**src/rtl/opcode_sequencer_if.sv**
```systemverilog
// +----------------------------------------------------------------------------+
// | opcode_sequencer_if                                                        |
// | Program-load, opcode/result and result-readback bundle of opcode_sequencer |
// | Revision: 1.0                                                              |
// +----------------------------------------------------------------------------+
`default_nettype none

interface opcode_sequencer_if #(
    parameter int DEPTH = 16
);
    localparam int AW = $clog2(DEPTH);

    logic          load_en;
    logic [AW-1:0] load_addr;
    logic [19:0]   load_data;
    logic [AW:0]   prog_len;
    logic          start;
    logic [18:0]   opcode_out;
    logic [7:0]    result_in;
    logic [AW-1:0] rd_addr;
    logic [7:0]    rd_data;
    logic          busy;
    logic          done;
    logic [AW:0]   exec_count;

    // master: the sequencer; slave: host loader plus the CPU it drives
    modport master (
        input  load_en, load_addr, load_data, prog_len, start, result_in, rd_addr,
        output opcode_out, rd_data, busy, done, exec_count
    );

    modport slave (
        output load_en, load_addr, load_data, prog_len, start, result_in, rd_addr,
        input  opcode_out, rd_data, busy, done, exec_count
    );
endinterface

`default_nettype wire

```
**src/rtl/opcode_sequencer.sv**
```systemverilog
// +----------------------------------------------------------------------------+
// | opcode_sequencer                                                           |
// | Steps a loaded program through the CPU opcode bus and buffers each result. |
// | Optional macro RESULT_FWD_EN: word bit 19 forwards last result to operand1 |
// | Revision: 1.0                                                              |
// +----------------------------------------------------------------------------+
`default_nettype none

module opcode_sequencer #(
    parameter int DEPTH = 16
) (
    input  logic               clk,
    input  logic               rst_n,
    opcode_sequencer_if.master bus
);
    localparam int          AW      = $clog2(DEPTH);
    localparam logic [AW:0] C_DEPTH = (AW+1)'(DEPTH);
    localparam logic [AW:0] C_ONE   = (AW+1)'(1);
`ifdef RESULT_FWD_EN
    localparam int          PW      = 20;
`else
    localparam int          PW      = 19;
`endif

    typedef enum logic [1:0] {
        S_IDLE    = 2'd0,
        S_ISSUE   = 2'd1,
        S_CAPTURE = 2'd2,
        S_DONE    = 2'd3
    } state_t;

    state_t        state_q, state_d;
    logic [AW:0]   pc_q, pc_d;
    logic [AW:0]   len_q, len_d;
    logic [AW:0]   exec_q, exec_d;
    logic [18:0]   opcode_q, opcode_d;
    logic [PW-1:0] prog_mem [DEPTH];
    logic [7:0]    res_buf  [DEPTH];

    logic          w_issue;
    logic [AW:0]   w_iss_pc;
    logic [AW:0]   w_iss_len;
    logic [PW-1:0] w_iss_word;
    logic [AW:0]   w_pc_inc;
    logic [AW:0]   w_len_clamp;
    logic [PW-1:0] w_fetch0;

`ifdef RESULT_FWD_EN
    logic [7:0]    last_res_q, last_res_d;
    logic [7:0]    w_iss_last;
`else
    logic          w_unused_fwd;
    assign w_unused_fwd = bus.load_data[19];
`endif

    assign w_pc_inc    = pc_q + C_ONE;
    assign w_len_clamp = (bus.prog_len > C_DEPTH) ? C_DEPTH : bus.prog_len;
    // A write to address 0 in the start cycle must be the word that issues
    assign w_fetch0    = (bus.load_en && (bus.load_addr == '0)) ? bus.load_data[PW-1:0]
                                                                 : prog_mem[0];

    always_comb begin
        state_d    = state_q;
        pc_d       = pc_q;
        len_d      = len_q;
        exec_d     = exec_q;
        opcode_d   = opcode_q;
        w_issue    = 1'b0;
        w_iss_pc   = pc_q;
        w_iss_len  = len_q;
        w_iss_word = prog_mem[pc_q[AW-1:0]];
`ifdef RESULT_FWD_EN
        last_res_d = last_res_q;
        w_iss_last = last_res_q;
`endif
        case (state_q)
            S_IDLE: begin
                if (bus.start) begin
                    len_d      = w_len_clamp;
                    exec_d     = '0;
                    pc_d       = '0;
                    w_issue    = 1'b1;
                    w_iss_pc   = '0;
                    w_iss_len  = w_len_clamp;
                    w_iss_word = w_fetch0;
`ifdef RESULT_FWD_EN
                    last_res_d = '0;
                    w_iss_last = '0;
`endif
                end
            end
            S_ISSUE: begin
                state_d = S_CAPTURE;
            end
            S_CAPTURE: begin
                exec_d     = exec_q + C_ONE;
                pc_d       = w_pc_inc;
                w_issue    = 1'b1;
                w_iss_pc   = w_pc_inc;
                w_iss_word = prog_mem[w_pc_inc[AW-1:0]];
`ifdef RESULT_FWD_EN
                last_res_d = bus.result_in;
                w_iss_last = bus.result_in;
`endif
            end
            S_DONE: begin
                opcode_d = '0;
                state_d  = S_IDLE;
            end
        endcase

        // Issue step; the pc==len test guards the wrapped fetch index at pc==DEPTH
        if (w_issue) begin
            if ((w_iss_pc == w_iss_len) || (w_iss_word[18:16] == 3'b000)) begin
                state_d = S_DONE;
            end else begin
                opcode_d = w_iss_word[18:0];
`ifdef RESULT_FWD_EN
                if (w_iss_word[19]) begin
                    opcode_d[15:8] = w_iss_last;
                end
`endif
                state_d = S_ISSUE;
            end
        end
    end

    always_ff @(posedge clk or negedge rst_n) begin
        if (!rst_n) begin
            state_q    <= S_IDLE;
            pc_q       <= '0;
            len_q      <= '0;
            exec_q     <= '0;
            opcode_q   <= '0;
`ifdef RESULT_FWD_EN
            last_res_q <= '0;
`endif
        end else begin
            state_q    <= state_d;
            pc_q       <= pc_d;
            len_q      <= len_d;
            exec_q     <= exec_d;
            opcode_q   <= opcode_d;
`ifdef RESULT_FWD_EN
            last_res_q <= last_res_d;
`endif
        end
    end

    always_ff @(posedge clk or negedge rst_n) begin
        if (!rst_n) begin
            for (int i = 0; i < DEPTH; i++) begin
                res_buf[i] <= '0;
            end
        end else if (state_q == S_CAPTURE) begin
            res_buf[pc_q[AW-1:0]] <= bus.result_in;
        end
    end

    // Program memory keeps its contents across reset
    always_ff @(posedge clk) begin
        if (bus.load_en && (state_q == S_IDLE)) begin
            prog_mem[bus.load_addr] <= bus.load_data[PW-1:0];
        end
    end

    assign bus.opcode_out = opcode_q;
    assign bus.rd_data    = res_buf[bus.rd_addr];
    assign bus.busy       = (state_q == S_ISSUE) || (state_q == S_CAPTURE);
    assign bus.done       = (state_q == S_DONE);
    assign bus.exec_count = exec_q;

endmodule

`default_nettype wire

```
**src/flat_wrapper.sv**
```systemverilog
// flat-port wrapper written by rule: the top's interface ports become plain ports
module opcode_sequencer_flat 
#(
    parameter int DEPTH = 16
)
  (clk, rst_n, bus_load_en, bus_load_addr, bus_load_data, bus_prog_len, bus_start, bus_result_in, bus_rd_addr, bus_opcode_out, bus_rd_data, bus_busy, bus_done, bus_exec_count);
  opcode_sequencer_if #(.DEPTH(DEPTH)) bus_i ();
  input  logic clk;
  input  logic rst_n;
  input wire logic [$bits(bus_i.load_en)-1:0] bus_load_en;
  input wire logic [$bits(bus_i.load_addr)-1:0] bus_load_addr;
  input wire logic [$bits(bus_i.load_data)-1:0] bus_load_data;
  input wire logic [$bits(bus_i.prog_len)-1:0] bus_prog_len;
  input wire logic [$bits(bus_i.start)-1:0] bus_start;
  input wire logic [$bits(bus_i.result_in)-1:0] bus_result_in;
  input wire logic [$bits(bus_i.rd_addr)-1:0] bus_rd_addr;
  output wire logic [$bits(bus_i.opcode_out)-1:0] bus_opcode_out;
  output wire logic [$bits(bus_i.rd_data)-1:0] bus_rd_data;
  output wire logic [$bits(bus_i.busy)-1:0] bus_busy;
  output wire logic [$bits(bus_i.done)-1:0] bus_done;
  output wire logic [$bits(bus_i.exec_count)-1:0] bus_exec_count;
  assign bus_i.load_en = bus_load_en;
  assign bus_i.load_addr = bus_load_addr;
  assign bus_i.load_data = bus_load_data;
  assign bus_i.prog_len = bus_prog_len;
  assign bus_i.start = bus_start;
  assign bus_i.result_in = bus_result_in;
  assign bus_i.rd_addr = bus_rd_addr;
  assign bus_opcode_out = bus_i.opcode_out;
  assign bus_rd_data = bus_i.rd_data;
  assign bus_busy = bus_i.busy;
  assign bus_done = bus_i.done;
  assign bus_exec_count = bus_i.exec_count;
  opcode_sequencer #(.DEPTH(DEPTH)) u_core (.clk(clk), .rst_n(rst_n), .bus(bus_i));
endmodule
```
**config.mk**
```make
export PLATFORM = sky130hd
export DESIGN_NAME = opcode_sequencer_flat
export DESIGN_NICKNAME = d
export VERILOG_FILES = /design/src/rtl/opcode_sequencer_if.sv /design/src/rtl/opcode_sequencer.sv /design/src/flat_wrapper.sv
export SDC_FILE = /design/constraint.sdc
export NUM_CORES = 1
export LEC_CHECK = 0
export BUFFER_PORTS_ARGS = -buffer_cell sky130_fd_sc_hd__buf_2
export CORE_AREA = 4 4 244 174
export DETAILED_ROUTE_END_ITERATION = 8
export DIE_AREA = 0 0 248 178
export GPL_ROUTABILITY_DRIVEN = 0
export PLACE_DENSITY = 0.68
export SYNTH_ARGS = -nofsm -noshare
export SYNTH_HDL_FRONTEND = slang
export SYNTH_SLANG_ARGS = --single-unit
```
**constraint.sdc**
```tcl
create_clock -name clk -period 11.4 [get_ports clk]
set_clock_uncertainty 0.2 [all_clocks]
set_input_delay 2.85 -clock clk [delete_from_list [all_inputs] [get_ports clk]]
set_output_delay 2.85 -clock clk [all_outputs]
set_load 0.01 [all_outputs]
```
==> run metrics, run 1 <==
layout cells sized above 1=between 40 and 50%; crit-path leading delay family=multiplexers; Post-synth EDFFs=about 300; crit path time final=about 8 ns; GR Overflow Total=0; commonest non-fill, non-tap cell in the layout=edfxtp_1; CP max stage cell=mux4_2; Rel. slew slack=around a third; Final setup viols=0; core box area=between 30,000 and 40,000 sq um; First-pass DRT Iterations=5; gr usage total=approximately a quarter; worst r2r dst=u_core.bus.opcode_out[8]; Final period util=between 60% and 70%; Synth Instances=1,192; Clock transition at path regs=roughly 0.060 ns; register area share after synthesis=between 60 and 70%; Worst VDD drop=between 200 and 250 uV; hold slack=0.3017 ns; R2R cell count=10; RSZ-0062 raised after global routing=no; top_reg_cell synth=edfxtp_1; Die Y=approximately 180 microns; Syn Area/Cell=18.32 sq um; Clock Sinks=between 400 and 500; largest net degree at the start of global routing=76; hpwl dp=approximately 30 mm; root buffer cell=clkbuf_16; Sw Ratio=31.31%; PortBufs=between 70 and 80; Final nets=1,321; synth unique cells=45; Worst Hold Class=reg -> reg; DR iter-0 viols=roughly 1,300; fmax=between 100 and 150 MHz; Slew Limit Fails=0; TNS Setup=0 ns; number of cells on the worst hold path=1; post-synth top area cell=edfxtp_1; number of global-route vias before repair=between 10,000 and 15,000; flop2flop setup slack=6.13 ns; Reg area=roughly 13,000 sq um; Post-DRT Antenna Nets=0; WP data arrival=roughly 4.8 ns; Synthesized Nets=around 1,200; Worst setup SP type=primary input; final wirelength=51.70 mm; Area contributors post-synth=edfxtp_1 42%, mux4_2 21%, dfrtp_1 19%; CTS Buf Count=46; Post-Route Utilization=61.19%; net switching power=1.912 mW; Sequential Power Share=37.0%; post_cts resized=0; Worst Tran Pin Value=slightly above 1 ns; CP max stage delay=0.64 ns; Post-Syn Area=~22,000 sq um; DR WL/cell=28.08 microns; post-synth top area share=a little over two fifths; Critical Path Sink Type=primary output; Clk Latency, worst-skew pair=~0.56 ns; most frequent cells in the layout=304 x edfxtp_1, 199 x mux4_2, 161 x dfrtp_1; first-pass GRT wire length=about 77 mm; clock group share of total power=approximately a quarter; combinational power share=about two fifths; hold_sp=u_core.res_buf[71]; area delta synth->final=11.42%; Die ar.=between 40,000 and 50,000 sq um; endpoints failing hold=0; row count=around 60; Layout fillers=between 2,000 and 3,000; Post-CTS Setup Bufs=0; post-synthesis async set-or-reset flop share=about a third; vias=11,900; footprint of the multi-input gates=between 8000 and 9000 sq um; leakage=roughly 8.6 nW; Clock Tree Buf Depth=3; CTS H-tree depth=2; outcome=complete, no violations; Crit Path Max Fanout=32; Die X-Extent=248 microns; CTS tree=built; FF-to-FF Start=u_core.pc_q[0]; FF+latch count, synth=~470; worst hold endpoint=u_core.res_buf[71]; starting density of the core=about 55%; worst path required time=approximately 8.4 ns; Synth warnings=0; pwr dens=about 250 nW/um^2; antenna violations before repair=2; cell-internal power=4.195 mW; residual DRC count=0; Top Ports=around 80; Overall Power=a little over 6 mW; max-cap violations=0; Worst Path Buf+Inv=3; Worst Path Class, Setup=in -> out; Hold Buf Count CTS=0; via density per instance=6.465; Critical Path, Cell by Cell=buf_2, buf_4, mux4_2, mux4_2, buf_2
routing by layer:
metal | part of all wire [%] | track usage, % | up-vias
met3 | 9.2 | 5.830 | 71
met5 | 0.025 | 0 | -
met4 | 1.6 | 4.792 | 2
met1 | 43 | 36.21 | 6327
li1 | - | - | 5009
met2 | 46 | 36.71 | 493
cell families after synthesis:
family / Yosys count / synth area share [%]
fa+ha+maj: 9 / 0.5156
buf+inv: 96 / 1.982
compound gates: 68 / 2.292
simple gates: 118 / 2.418
flops: 468 / 60.59
mux: 423 / 31.77
xor+xnor: 10 / 0.4354
synth_stat cells, types with 5 or more instances:
| master | count |
|---|---|
| nand2b_1 | 9 |
| mux2_2 | 132 |
| o21ai_0 | 10 |
| edfxtp_1 | 304 |
| nor2_1 | 41 |
| mux4_2 | 199 |
| o22ai_1 | 19 |
| xnor2_1 | 5 |
| inv_1 | 13 |
| buf_1 | 16 |
| dfrtp_1 | 164 |
| and2_1 | 6 |
| ha_1 | 9 |
| clkbuf_1 | 39 |
| a22o_1 | 8 |
| buf_2 | 21 |
| a32o_1 | 5 |
| a211oi_1 | 16 |
| mux2i_1 | 89 |
| nand2_1 | 45 |
sequential cells by signal (all words and copies together) (netlist names):
register / count
u_core.res_buf: 128
u_core.bus.exec_count: 5
u_core.prog_mem: 304
u_core.bus.opcode_out: 19
u_core.state_q: 2
u_core.pc_q: 5
u_core.len_q: 5
worst max path at each step:
stage,start,endpoint,cells past startpoint
after floorplan,bus_rd_addr[0],bus_rd_data[0],4
after global placement,bus_rd_addr[0],bus_rd_data[1],5
after detailed placement,bus_rd_addr[0],bus_rd_data[1],5
after CTS,bus_rd_addr[0],bus_rd_data[1],5
after global routing,bus_rd_addr[0],bus_rd_data[1],5
final,bus_rd_addr[0],bus_rd_data[1],5
power by group through the flow:
stage | sequential, mW | combinational, mW | clock [mW]
2_1_floorplan | 2.21 | 1.88 | 0
3_3_place_gp | 2.28 | 2.34 | 0
3_5_place_dp | 2.29 | 2.37 | 0
4_1_cts | 2.26 | 2.38 | 1.53
5_1_grt | 2.29 | 2.54 | 1.60
6_report | 2.26 | 2.36 | 1.49
metrics by stage:
stage	worst slack (ns)	cells	cell area, sq um
after floorplan	3.682	1192	21840
after global placement	3.519	1754	22850
after detailed placement	3.531	1754	22850
after CTS	3.529	1839	24330
after global routing	3.433	1840	24330
final	3.565	1841	24330
final cells by class:
type / instances / area share, %
sequential: 468 / 54.42
multi-input combinational: 628 / 33.91
clock buffer: 70 / 5.610
tap: 535 / 2.751
timing repair buffer: 109 / 2.597
clock inverter: 15 / 0.4782
inverter: 14 / 0.2160
antenna: 2 / 0.02057
Power figures use the tool's default switching activity.
==> run 2, diff against run 1 <==
- clock period: 11.4 -> 7.67 ns (I/O delays scaled with it)
==> run 2 against run 1 <==
  * Global-route usage increased by 0.10 points
  * Design area about the same
  * Non-clock buffer count unchanged
  * Final cell count unchanged
  * Power increased by 49%
  * Via count increased by 1.1%
  * Sequential power increased by 49%
  * Critical path depth unchanged
  * Sequential cell count unchanged
  * Sequential share of layout area about the same
  * Critical endpoint is now bus_rd_data[3]
  * Largest cell class unchanged
==> run metrics, run 2 (synthesis results as in run 1) <==
outcome=complete, no violations; Final period util=slightly below 80%; CTS H-tree depth=2; pwr dens=373.8 nW/um^2; clock group share of total power=between 20% and 30%; Post-CTS Setup Bufs=0; TNS Setup=0 ns; Slew Limit Fails=0; DR WL/cell=28.10 microns; number of cells on the worst hold path=1; antenna violations before repair=3; worst r2r dst=u_core.bus.opcode_out[15]; largest net degree at the start of global routing=between 60 and 70; largest reg by FF count=u_core.prog_mem; Die X-Extent=about 250 microns; starting density of the core=54.92%; Worst Hold Class=reg -> reg; gr usage total=between 20% and 30%; Final setup viols=0; Clock transition at path regs=0.06 ns; endpoints failing hold=0; core box area=between 30,000 and 40,000 sq um; max-cap violations=0; crit path time final=between 5 and 6 ns; Die Y=around 180 microns; Worst VDD drop=336.1 uV; footprint of the multi-input gates=8252 sq um; Post-DRT Antenna Nets=0; Worst Path Class, Setup=in -> out; Cell Area, Placed=between 20,000 and 25,000 sq um; worst path required time=5.55 ns; Worst setup SP type=primary input; row count=61; Critical Path Sink Type=primary output; root buffer cell=clkbuf_16; R2R cell count=7; post_cts resized=0; Hold Buf Count CTS=0; area delta synth->final=11.45%; Die ar.=~44,000 sq um; layout cells sized above 1=approximately two fifths; Crit Path Max Fanout=32; combinational power share=38.4%; max reg flops=slightly above 300; Clk Latency, worst-skew pair=0.56 ns; First-pass DRT Iterations=5; worst hold endpoint=u_core.res_buf[37]; residual DRC count=0; cell-internal power=6.228 mW; vias=~12,000; GR Overflow Total=0; final wirelength=approximately 52 mm; net switching power=about 2.9 mW; Rel. slew slack=between 10% and 20%; Worst Tran Pin Value=roughly 1.3 ns; Sequential Power Share=a little under two fifths; leakage=between 8 and 9 nW; CTS Buf Count=46; Clock Tree Buf Depth=3; fmax=between 150 and 200 MHz; DR iter-0 viols=~1,200; Top Ports=between 70 and 80; Final nets=1,321; flop2flop setup slack=around 3 ns; via density per instance=6.533; hpwl dp=between 30 and 40 mm; Reg area=approximately 13,000 sq um; CTS tree=built; first-pass GRT wire length=between 70 and 80 mm; commonest non-fill, non-tap cell in the layout=edfxtp_1; most frequent cells in the layout=304 x edfxtp_1, 199 x mux4_2, 161 x dfrtp_1; Sw Ratio=a little under a third; hold_sp=u_core.res_buf[37]; post-route cell area=~24,000 sq um; WP data arrival=around 3.9 ns; number of global-route vias before repair=~12,000; RSZ-0062 raised after global routing=no; FF-to-FF Start=u_core.pc_q[0]; Clock Sinks=around 470; Layout fillers=~2,900; PortBufs=77
[run 2: cell types whose count changed in the layout (fill, tap and decap cells not counted)]
cell,previous run,this run
clkbuf_8,6,1
clkinvlp_4,0,3
inv_4,0,1
clkbuf_16,49,51
clkinv_2,6,7
clkbuf_1,15,12
clkinv_1,8,9
[run 2: final cells by class]
cell class,count,area share (%)
clock buffer,64,5.485
tap,535,2.750
inverter,14,0.2159
timing repair buffer,109,2.596
sequential,468,54.40
multi-input combinational,628,33.90
clock inverter,21,0.6323
antenna,2,0.02056
[run 2: worst max-delay path, cell delays in order]
cell	delay, ns
buf_2	0.08
buf_4	0.52
mux4_2	0.64
mux4_2	0.52
buf_2	0.17
[run 2: stage by stage]
step	hold slack (ns)	setup WS (ns)	util, %	std cells	total power, mW
after detailed placement	0.2907	1.646	57.46	1754	6.933
after CTS	0.3039	1.644	61.20	1839	9.169
after global placement	0.2817	1.667	57.46	1754	6.862
final	0.3024	1.688	61.21	1841	9.099
after floorplan	0.2739	1.817	-	1192	6.086
after global routing	0.3180	1.558	61.21	1841	9.596
[run 2: power by group through the flow]
stage                     registers, mW  clock network, mW  logic (mW)
after global placement             3.40                  0        3.46
after global routing               3.42               2.39        3.78
after CTS                          3.37               2.28        3.52
after floorplan                    3.29                  0        2.80
final                              3.37               2.23        3.50
after detailed placement           3.41                  0        3.52
[run 2: layer usage]
| metal | vias to the layer above | GRT usage (%) | wire length, microns |
|---|---|---|---|
| li1 | 5018 | - | - |
| met1 | 6410 | 36.81 | 22420 |
| met2 | 519 | 35.84 | 23670 |
| met3 | 79 | 6.086 | 4635 |
| met4 | 2 | 5.403 | 988 |
| met5 | - | 0 | 13 |
[run 2: how the worst max path moves through the flow]
| stage | from | end | slack, ns | cells after the start |
|---|---|---|---|---|
| 6_report | bus_rd_addr[0] | bus_rd_data[3] | 1.69 | 5 |
| 4_1_cts | bus_rd_addr[0] | bus_rd_data[3] | 1.64 | 5 |
| 2_1_floorplan | bus_rd_addr[0] | bus_rd_data[0] | 1.82 | 4 |
| 3_3_place_gp | bus_rd_addr[0] | bus_rd_data[1] | 1.67 | 5 |
| 3_5_place_dp | bus_rd_addr[0] | bus_rd_data[3] | 1.65 | 5 |
| 5_1_grt | bus_rd_addr[0] | bus_rd_data[0] | 1.56 | 5 |
